## src/rtl/mem_port_arbiter_pkg.sv

```systemverilog
// Shared constants and types for the memory-port arbiter.
//   ADDR_WIDTH / DATA_WIDTH : memory address and data widths
//   arb_state_e             : grant FSM states
//   idx_width()             : index width that never collapses to zero bits
package mem_port_arbiter_pkg;

    localparam int unsigned ADDR_WIDTH = 16;
    localparam int unsigned DATA_WIDTH = 32;

    typedef enum logic {
        ARB_IDLE   = 1'b0,
        ARB_LOCKED = 1'b1
    } arb_state_e;

    function automatic int unsigned idx_width(input int unsigned n);
        return (n > 1) ? $clog2(n) : 1;
    endfunction

endpackage

```

## src/rtl/mem_port_arbiter_tag_fifo.sv

```systemverilog
// In-order tag FIFO: remembers which requester owns each outstanding read.
//   clk, rst_n : clock, synchronous active-low reset
//   push       : enqueue push_data (ignored while full, even if popping)
//   push_data  : requester index to enqueue
//   pop        : dequeue the head entry (ignored while empty)
//   head       : requester index at the head
//   full/empty : occupancy flags
//   count      : number of stored entries
module tag_fifo
    import mem_port_arbiter_pkg::*;
#(
    parameter int unsigned DEPTH = 4,
    parameter int unsigned WIDTH = 1
) (
    input  logic                     clk,
    input  logic                     rst_n,
    input  logic                     push,
    input  logic [WIDTH-1:0]         push_data,
    input  logic                     pop,
    output logic [WIDTH-1:0]         head,
    output logic                     full,
    output logic                     empty,
    output logic [$clog2(DEPTH):0]   count
);

    localparam int unsigned PTR_W = idx_width(DEPTH);
    localparam int unsigned CNT_W = $clog2(DEPTH) + 1;

    logic [PTR_W-1:0] wr_ptr;
    logic [PTR_W-1:0] rd_ptr;
    logic [WIDTH-1:0] mem [DEPTH];
    logic             do_push;
    logic             do_pop;

    function automatic logic [PTR_W-1:0] ptr_inc(input logic [PTR_W-1:0] p);
        return (p == PTR_W'(DEPTH - 1)) ? '0 : p + PTR_W'(1);
    endfunction

    assign full    = (count == CNT_W'(DEPTH));
    assign empty   = (count == '0);
    // Full blocks a push regardless of a simultaneous pop.
    assign do_push = push & ~full;
    assign do_pop  = pop & ~empty;
    assign head    = mem[rd_ptr];

    always_ff @(posedge clk) begin
        if (!rst_n) begin
            wr_ptr <= '0;
            rd_ptr <= '0;
            count  <= '0;
        end else begin
            if (do_push) begin
                wr_ptr <= ptr_inc(wr_ptr);
            end
            if (do_pop) begin
                rd_ptr <= ptr_inc(rd_ptr);
            end
            unique case ({do_push, do_pop})
                2'b10:   count <= count + CNT_W'(1);
                2'b01:   count <= count - CNT_W'(1);
                default: count <= count;
            endcase
        end
    end

    always_ff @(posedge clk) begin
        if (do_push) begin
            mem[wr_ptr] <= push_data;
        end
    end

endmodule

```

## src/rtl/mem_port_arbiter.sv

```systemverilog
// Round-robin arbiter sharing one memory port among NUM_REQ requesters.
// Requests pass through combinationally; a stalled request is locked so the
// memory side sees stable values. Reads are tagged in order so responses
// route back to their issuer.
//   clk, rst_n            : clock, synchronous active-low reset
//   r_req_vld/rdy/we      : per-requester request handshake and direction
//   r_req_addr/wdata      : packed per-requester address / write data
//   m_req_vld/rdy/we      : memory request handshake and direction
//   m_req_addr/wdata      : memory address / write data
//   m_rsp_vld/rdy, data   : memory read response
//   r_rsp_vld/rdy         : per-requester response handshake
//   r_rsp_data            : read data broadcast to all requesters
//   busy                  : reads outstanding or a request presented
//   err_rsp               : sticky flag, response arrived with no read pending
module mem_port_arbiter
    import mem_port_arbiter_pkg::*;
#(
    parameter int unsigned NUM_REQ     = 2,
    parameter int unsigned OUTSTANDING = 4
) (
    input  logic                            clk,
    input  logic                            rst_n,
    input  logic [NUM_REQ-1:0]              r_req_vld,
    output logic [NUM_REQ-1:0]              r_req_rdy,
    input  logic [NUM_REQ-1:0]              r_req_we,
    input  logic [NUM_REQ*ADDR_WIDTH-1:0]   r_req_addr,
    input  logic [NUM_REQ*DATA_WIDTH-1:0]   r_req_wdata,
    output logic                            m_req_vld,
    input  logic                            m_req_rdy,
    output logic                            m_req_we,
    output logic [ADDR_WIDTH-1:0]           m_req_addr,
    output logic [DATA_WIDTH-1:0]           m_req_wdata,
    input  logic                            m_rsp_vld,
    output logic                            m_rsp_rdy,
    input  logic [DATA_WIDTH-1:0]           m_rsp_data,
    output logic [NUM_REQ-1:0]              r_rsp_vld,
    input  logic [NUM_REQ-1:0]              r_rsp_rdy,
    output logic [DATA_WIDTH-1:0]           r_rsp_data,
    output logic                            busy,
    output logic                            err_rsp
);

    localparam int unsigned IDX_W = idx_width(NUM_REQ);
    localparam int unsigned CNT_W = $clog2(OUTSTANDING) + 1;

    arb_state_e       state;
    arb_state_e       state_nxt;
    logic [IDX_W-1:0] rr_ptr;
    logic [IDX_W-1:0] locked_idx;
    logic [IDX_W-1:0] winner;
    logic [IDX_W-1:0] grant_idx;
    logic             any_vld;
    logic             req_vld;
    logic             req_hs;
    int unsigned      cand;

    logic             tag_push;
    logic             tag_pop;
    logic             tag_full;
    logic             tag_empty;
    logic [IDX_W-1:0] tag_head;
    logic [CNT_W-1:0] tag_count;

    // Round-robin search starting at rr_ptr.
    always_comb begin
        winner  = rr_ptr;
        any_vld = 1'b0;
        cand    = 0;
        for (int unsigned k = 0; k < NUM_REQ; k++) begin
            cand = (32'(rr_ptr) + k) % NUM_REQ;
            if (!any_vld && r_req_vld[IDX_W'(cand)]) begin
                any_vld = 1'b1;
                winner  = IDX_W'(cand);
            end
        end
    end

    always_ff @(posedge clk) begin
        if (!rst_n) begin
            state <= ARB_IDLE;
        end else begin
            state <= state_nxt;
        end
    end

    // A read is held back while the tag FIFO is full. Once locked, the
    // request already passed that check and no push can happen before its
    // own handshake, so the lock never needs to re-test it.
    always_comb begin
        state_nxt = state;
        grant_idx = winner;
        req_vld   = 1'b0;
        unique case (state)
            ARB_IDLE: begin
                grant_idx = winner;
                req_vld   = any_vld && !(!r_req_we[winner] && tag_full);
                if (req_vld && !m_req_rdy) begin
                    state_nxt = ARB_LOCKED;
                end
            end
            ARB_LOCKED: begin
                grant_idx = locked_idx;
                req_vld   = r_req_vld[locked_idx];
                if (!req_vld || m_req_rdy) begin
                    state_nxt = ARB_IDLE;
                end
            end
            default: state_nxt = ARB_IDLE;
        endcase
        if (!rst_n) begin
            req_vld = 1'b0;
        end
    end

    always_ff @(posedge clk) begin
        if (!rst_n) begin
            locked_idx <= '0;
            rr_ptr     <= '0;
        end else begin
            if (state == ARB_IDLE && state_nxt == ARB_LOCKED) begin
                locked_idx <= winner;
            end
            if (req_hs) begin
                rr_ptr <= (grant_idx == IDX_W'(NUM_REQ - 1)) ? '0 : grant_idx + IDX_W'(1);
            end
        end
    end

    assign m_req_vld   = req_vld;
    assign m_req_we    = r_req_we[grant_idx];
    assign m_req_addr  = r_req_addr[grant_idx*ADDR_WIDTH +: ADDR_WIDTH];
    assign m_req_wdata = r_req_wdata[grant_idx*DATA_WIDTH +: DATA_WIDTH];
    assign req_hs      = req_vld & m_req_rdy;
    assign tag_push    = req_hs & ~m_req_we;

    always_comb begin
        r_req_rdy = '0;
        if (req_vld) begin
            r_req_rdy[grant_idx] = m_req_rdy;
        end
    end

    // Response routing: with nothing pending the response is accepted and
    // dropped so the memory side never stalls on a stray beat.
    always_comb begin
        r_rsp_vld = '0;
        m_rsp_rdy = 1'b1;
        if (!tag_empty) begin
            r_rsp_vld[tag_head] = m_rsp_vld & rst_n;
            m_rsp_rdy           = r_rsp_rdy[tag_head];
        end
    end

    assign tag_pop    = m_rsp_vld & m_rsp_rdy & ~tag_empty;
    assign r_rsp_data = m_rsp_data;
    assign busy       = rst_n & ((tag_count != '0) | req_vld);

    always_ff @(posedge clk) begin
        if (!rst_n) begin
            err_rsp <= 1'b0;
        end else if (m_rsp_vld && tag_empty) begin
            err_rsp <= 1'b1;
        end
    end

    tag_fifo #(
        .DEPTH (OUTSTANDING),
        .WIDTH (IDX_W)
    ) u_tag_fifo (
        .clk       (clk),
        .rst_n     (rst_n),
        .push      (tag_push),
        .push_data (grant_idx),
        .pop       (tag_pop),
        .head      (tag_head),
        .full      (tag_full),
        .empty     (tag_empty),
        .count     (tag_count)
    );

endmodule

```

## config.mk

```make
export PLATFORM = sky130hd
export DESIGN_NAME = mem_port_arbiter
export DESIGN_NICKNAME = d
export VERILOG_FILES = /design/src/rtl/mem_port_arbiter_pkg.sv /design/src/rtl/mem_port_arbiter_tag_fifo.sv /design/src/rtl/mem_port_arbiter.sv
export SDC_FILE = /design/constraint.sdc
export NUM_CORES = 1
export LEC_CHECK = 0
export ABC_AREA = 1
export ABC_CLOCK_PERIOD_IN_PS = 2100
export BUFFER_PORTS_ARGS = -buffer_cell sky130_fd_sc_hd__clkbuf_2
export CAP_MARGIN = 10
export CORE_AREA = 2 2 89 91
export DETAILED_ROUTE_END_ITERATION = 8
export DIE_AREA = 0 0 91 93
export PLACE_DENSITY = 0.64
export SLEW_MARGIN = 15
export SYNTH_ARGS = -nofsm -noshare
export SYNTH_HDL_FRONTEND = slang
export SYNTH_HIERARCHICAL = 1
export SYNTH_SLANG_ARGS = --single-unit
```

## constraint.sdc

```tcl
create_clock -name clk -period 2.1 [get_ports clk]
set_input_delay 0.21 -clock clk [delete_from_list [all_inputs] [get_ports clk]]
set_output_delay 0.21 -clock clk [all_outputs]
set_load 0.02 [all_outputs]
```

==> results.cfg, run 1 <==
[yosys]
synth_edf_count = 4
yosys.area.top_type = nand2_1
synth_area_mm2 = 0.00184
ys_warn_count = 6
async_flop_share_pct = 0
synth_seq_area_share_pct = 20.7
avgSynthCellArea_um2 = 5.57
synth.area.top_cells = nand2_1, dfxtp_1, buf_4
synth_commonest_cells = nand2_1, buf_4, inv_1
syn_inst = 330
ys_types = 22
syn_nets = 475
yosysMostFrequentCell = nand2_1
synth.top_cell.area_share_pct = 35.8
ys_ff_latch = 17
ys.flop_type = dfxtp_1

[setup_path]
crit_path_end_kind = flip-flop
cp.arrival_ns = 2.33
r2r_setup_slack_ns = -0.03
endpoint = u_tag_fifo/count[2]
rr_endpoint = u_tag_fifo/count[2]
crit_required_ns = 2.30
start_kind = flip-flop
path_class = reg -> reg
reg2reg_depth = 18
worstPathMaxFanout = 3

[sta]
slew_violations = 0
tightestPinTransition_ns = 0.279
fmax_ghz = 0.469
fin_hold_ws_ns = 0.156
setup_violations = 1
period_minus_slack_ns = 2.13
timing.slew.headroom_pct = 81.4
finClkSkew_ns = 0.00395
setup_slack_ns = -0.0328
hold_viol = 0
fin_crit_sh_pct = 102
grt_setup_unrepaired = true

[placed_design]
hpwl_um = 4700
gp_congestion = 0.805
io_buffers = 162

[die]
die_h_um = 93
ios = 227
core.rowCount = 32
core_area_mm2 = 0.00753
die_area_mm2 = 0.00846
start_util_pct = 24.4
die_x_um = 91

[outcome]
violations = setup timing
status = complete, but fails checks

[run]
maxCapViolCount = 0

[layout]
syn2layout_area_growth_pct = 51.1
regArea_um2 = 382
final_nets = 622
drive_above_1_share_pct = 45.6
multi_input_comb_area_mm2 = 0.00112
fillCellCount = 829
diodes = 0

[clock_tree]
cts-root-buf = clkbuf_8
worstSkewPairLatency_ns = 0.25
path_clk_slew_ns = 0.07
cts_tree = built
cts_buffers = 3
cts_num_sinks = 17
clock_path_buffers = 2
htreeDepth = 1
hold_buffers = 0

[hold_path]
worstHoldPathCells = 2
min-delay-start = m_req_rdy
min_path_type = in -> reg

[global_routing]
grt_usage_pct = 12.2
grt_max_degree = 50
grt_pass1_vias = 2107
grt_pass1_wl_um = 8700
grt_overflow = 0
antenna_found_initial = 0

[route]
viasPerCell = 4.13
wirelength_um = 5760
wl_per_cell_um = 9.96
vias = 2385
drc_errors = 0
ant_nets = 0
dr.first_iter.drc_count = 46
firstDrtPassIters = 4

[pwr]
peakVddDrop_v = 0.000278
power.total_mw = 1.37
leakagePower_nw = 1.76
p_per_area_mw_per_mm2 = 495
logic make-up (layout without fill, tap and decap cells):
kind of cell | count (synthesis) | in the layout | share of synthesized area, %
buffers and inverters | 73 | 219 | 22.8
adder cells (fa/ha/maj) | 7 | 7 | 5.18
flip-flops | 17 | 17 | 20.7
AND/OR/NAND/NOR | 220 | 220 | 47.7
AO/OA/AOI/OAI | 13 | 13 | 3.61
placed cells by master, fill, tap and decap left out, types with 2 or more instances in the layout:
master      n
o21ai_0     4
nand2_2    10
buf_4      20
nor3_1      3
nand2_4     3
ha_1        5
clkbuf_2  162
nand3_1     4
dfxtp_1    12
edfxtp_1    4
nor2_4      2
nand4_1     2
nand3_2     2
clkbuf_8    3
inv_1      25
a21oi_1     6
nand2_1   168
nor2_1     24
inv_2       6
per-layer routing:
layer	share of wire (%)	wire (µm)	GRT usage (%)
met5	0	0	0
met4	1.7	97	3.16
met3	7.6	439	3.30
met2	51	2930	23.2
met1	40	2290	13.2
worst min path at each step:
stage	endpoint	slack, ns
after floorplan	state	0.28
after global placement	state	0.41
after detailed placement	state	0.41
after CTS	state	0.13
after global routing	state	0.17
final	state	0.16
timing repair:
item / CTS / global route
pin swaps: 2 / 6
setup buffers: 4 / 4
hold endpoints to repair: 0 / 0
endpoints found under the setup margin: 2 / 51
gates resized for setup: 4 / 23
layout make-up:
class | instances | share of cell area [%]
Multi-Input combinational cell | 240 | 40.2
Timing Repair Buffer | 184 | 35.6
Sequential cell | 17 | 13.8
Tap cell | 102 | 4.60
Inverter | 31 | 4.19
Clock buffer | 3 | 1.49
Clock inverter | 1 | 0.180
per-stage QoR:
| step | instances | util (%) | setup WS, ns | TNS, ns | cell area [µm²] |
|---|---|---|---|---|---|
| finish | 578 | 36.9 | -0.0328 | -0.0328 | 2780 |
| global route | 578 | 36.9 | -0.196 | -0.262 | 2780 |
| CTS | 574 | 35.5 | -0.0236 | -0.0236 | 2670 |
| detailed placement | 566 | 34.4 | -0.160 | -0.180 | 2590 |
| global placement | 566 | 34.4 | -0.0792 | -0.0792 | 2590 |
| floorplan | 330 | - | -0.0199 | -0.0199 | 1850 |
critical path, cell delays in order (launching register included):
cell,delay [ns]
dfxtp_2,0.35
inv_2,0.04
nor2_1,0.10
nor2_1,0.04
o21ai_1,0.08
o21ai_2,0.09
inv_1,0.09
nand2_2,0.08
a31oi_4,0.16
nand2_2,0.08
inv_2,0.06
ha_4,0.12
inv_2,0.05
fa_2,0.38
nand2_2,0.10
nand3_2,0.07
nand2_1,0.06
inv_1,0.04
nor2_1,0.08
where the power goes:
group	leakage [nW]	switching (mW)	internal [mW]
Sequential	0.143	0.0123	0.353
Combinational	1.59	0.471	0.294
Clock	0.0255	0.112	0.132
Total	1.76	0.595	0.779
Note: power is estimated with default switching activity, not from simulation.
==> run 2, diff against run 1 <==
==> constraint.sdc (replaced) <==
create_clock -name clk -period 2.1 [get_ports clk]
set_input_delay 0.21 -clock clk [delete_from_list [all_inputs] [get_ports clk]]
set_output_delay 0.21 -clock clk [all_outputs]
set_load 0.005 [all_outputs]
==> run 2 against run 1 <==
Against the previous run: the run still ends with setup timing left; sequential cell count is the same; clock skew shrank 0.0019 ns; final cell count grew 0.52%; global-route usage grew 1.4 points; register-to-register slack is essentially flat; fmax shrank 0.32%; non-clock buffer count grew 3; cell area grew 0.81%; power shrank 10%; critical path depth is the same; sequential power is essentially flat; critical endpoint unchanged; largest power group unchanged.
==> results.cfg, run 2 (synthesized netlist as in run 1, its figures left out) <==
[run]
maxCapViolCount = 0

[clock_tree]
cts-root-buf = clkbuf_8
hold_buffers = 0
worstSkewPairLatency_ns = 0.26
htreeDepth = 1
cts_buffers = 3
cts_tree = built
cts_num_sinks = 17
clock_path_buffers = 2
path_clk_slew_ns = 0.07

[placed_design]
io_buffers = 162
gp_congestion = 0.743
hpwl_um = 5180
placed_area_mm2 = 0.00259

[pwr]
power.total_mw = 1.24
leakagePower_nw = 1.76
peakVddDrop_v = 0.000198
p_per_area_mw_per_mm2 = 442

[setup_path]
critPathSlowestCell = fa_2
start_kind = flip-flop
crit_path_end_kind = flip-flop
crit_required_ns = 2.26
worstPathMaxFanout = 3
r2r_setup_slack_ns = -0.04
crit_path_frequent_cell = inv_2
reg2reg_depth = 18
path_class = reg -> reg
max_stage_delay_ns = 0.37
rr_endpoint = u_tag_fifo/count[2]
cp.arrival_ns = 2.30
cp_cell_sequence = inv_2 > nor2_2 > nor2_1 > o21ai_1 > o21ai_2 > nand2_1 > a31oi_4 > nand2_2 > inv_2 > ha_4 > inv_2 > fa_2 > inv_2 > nand2_2 > nand3_2 > nand2_1 > inv_1 > nor2_1
endpoint = u_tag_fifo/count[2]

[route]
vias = 2440
wl_per_cell_um = 11.1
dr.first_iter.drc_count = 79
viasPerCell = 4.20
firstDrtPassIters = 4
ant_nets = 0
wirelength_um = 6470
drc_errors = 0

[die]
die_h_um = 93
die_area_mm2 = 0.00846
start_util_pct = 24.4
core.rowCount = 32
die_x_um = 91
ios = 227
core_area_mm2 = 0.00753

[global_routing]
antenna_found_initial = 0
grt_pass1_wl_um = 9450
grt_pass1_vias = 2206
grt_max_degree = 50
grt_overflow = 0
grt_usage_pct = 13.6

[layout]
design_area_mm2 = 0.00280
layout_common_cells = nand2_1, clkbuf_2, inv_1, buf_4, nor2_1
final_nets = 625
drive_above_1_share_pct = 47.0
diodes = 0
syn2layout_area_growth_pct = 52.3
layout_commonest_cell = nand2_1

[sta]
period_minus_slack_ns = 2.14
hold_viol = 0
setup_slack_ns = -0.0396
setup_violations = 1
finClkSkew_ns = 0.00203
grt_setup_unrepaired = true
tightestPinTransition_ns = 0.341
fin_crit_sh_pct = 102
timing.slew.headroom_pct = 77.2
fmax_ghz = 0.467
slew_violations = 0

[hold_path]
min_path_type = in -> reg

[outcome]
violations = setup timing
status = complete, but fails checks
run 2: cell types whose count changed in the layout (fill, tap and decap cells not counted), sizes merged:
cell and delta:
clkinv -1, buf +3, clkinvlp +1
run 2: metal layers:
layer,routed length [µm],track usage (%),vias to the layer above,share of wire (%)
met5,0,0,-,0
met4,217,6.82,0,3.4
met3,453,2.98,22,7.0
met2,3270,24.1,101,51
met1,2530,15.3,1065,39
li1,-,-,1252,-
run 2: worst max-delay path: cells and delay by family (launching register included):
kind                     cells  cell delay, ns
AO/OA/AOI/OAI                3            0.38
adder cells (fa/ha/maj)      2            0.50
buffers and inverters        5            0.29
flip-flops                   1            0.34
AND/OR/NAND/NOR              8            0.53
run 2: metrics by stage:
step | worst slack (ns) | instances | hold slack (ns) | setup TNS (ns) | util [%]
after floorplan | -0.00276 | 330 | 0.282 | -0.00276 | -
after global placement | -0.0411 | 567 | 0.420 | -0.0411 | 34.5
after detailed placement | -0.178 | 567 | 0.420 | -0.212 | 34.5
after CTS | -0.0417 | 580 | 0.149 | -0.0417 | 36.2
after global routing | -0.181 | 581 | 0.176 | -0.326 | 37.2
final | -0.0396 | 581 | 0.176 | -0.0396 | 37.2
run 2: power by group:
part           switching, mW  internal, mW  total [mW]
combinational          0.331         0.287       0.619
clock                  0.118         0.134       0.252
sequential            0.0117         0.353       0.365
total                  0.461         0.775        1.24
run 2: worst min-delay path by stage:
stage                   start              to  slack (ns)  depth (start not counted)
2_1_floorplan       m_req_rdy           state        0.28                          1
4_1_cts             m_req_rdy           state        0.15                          2
6_report            m_req_rdy           state        0.18                          2
3_5_place_dp   m_rsp_data[15]  r_rsp_data[15]        0.42                          0
5_1_grt             m_req_rdy           state        0.18                          2
3_3_place_gp   m_rsp_data[15]  r_rsp_data[15]        0.42                          0
run 2: what timing repair did:
action,in CTS,in global routing
resized for setup,9,20
setup buffers,9,1
pin swaps,3,8
endpoints found under the setup margin,2,52
run 2: area by class of cell:
cell class / instances / area [µm²]
Clock buffer: 3 / 41.3
Sequential cell: 17 / 382
Multi-Input combinational cell: 240 / 1120
Clock inverter: 1 / 7.51
Timing Repair Buffer: 187 / 1000
Fill cell: 819 / 4730
Tap cell: 102 / 128
Inverter: 31 / 116
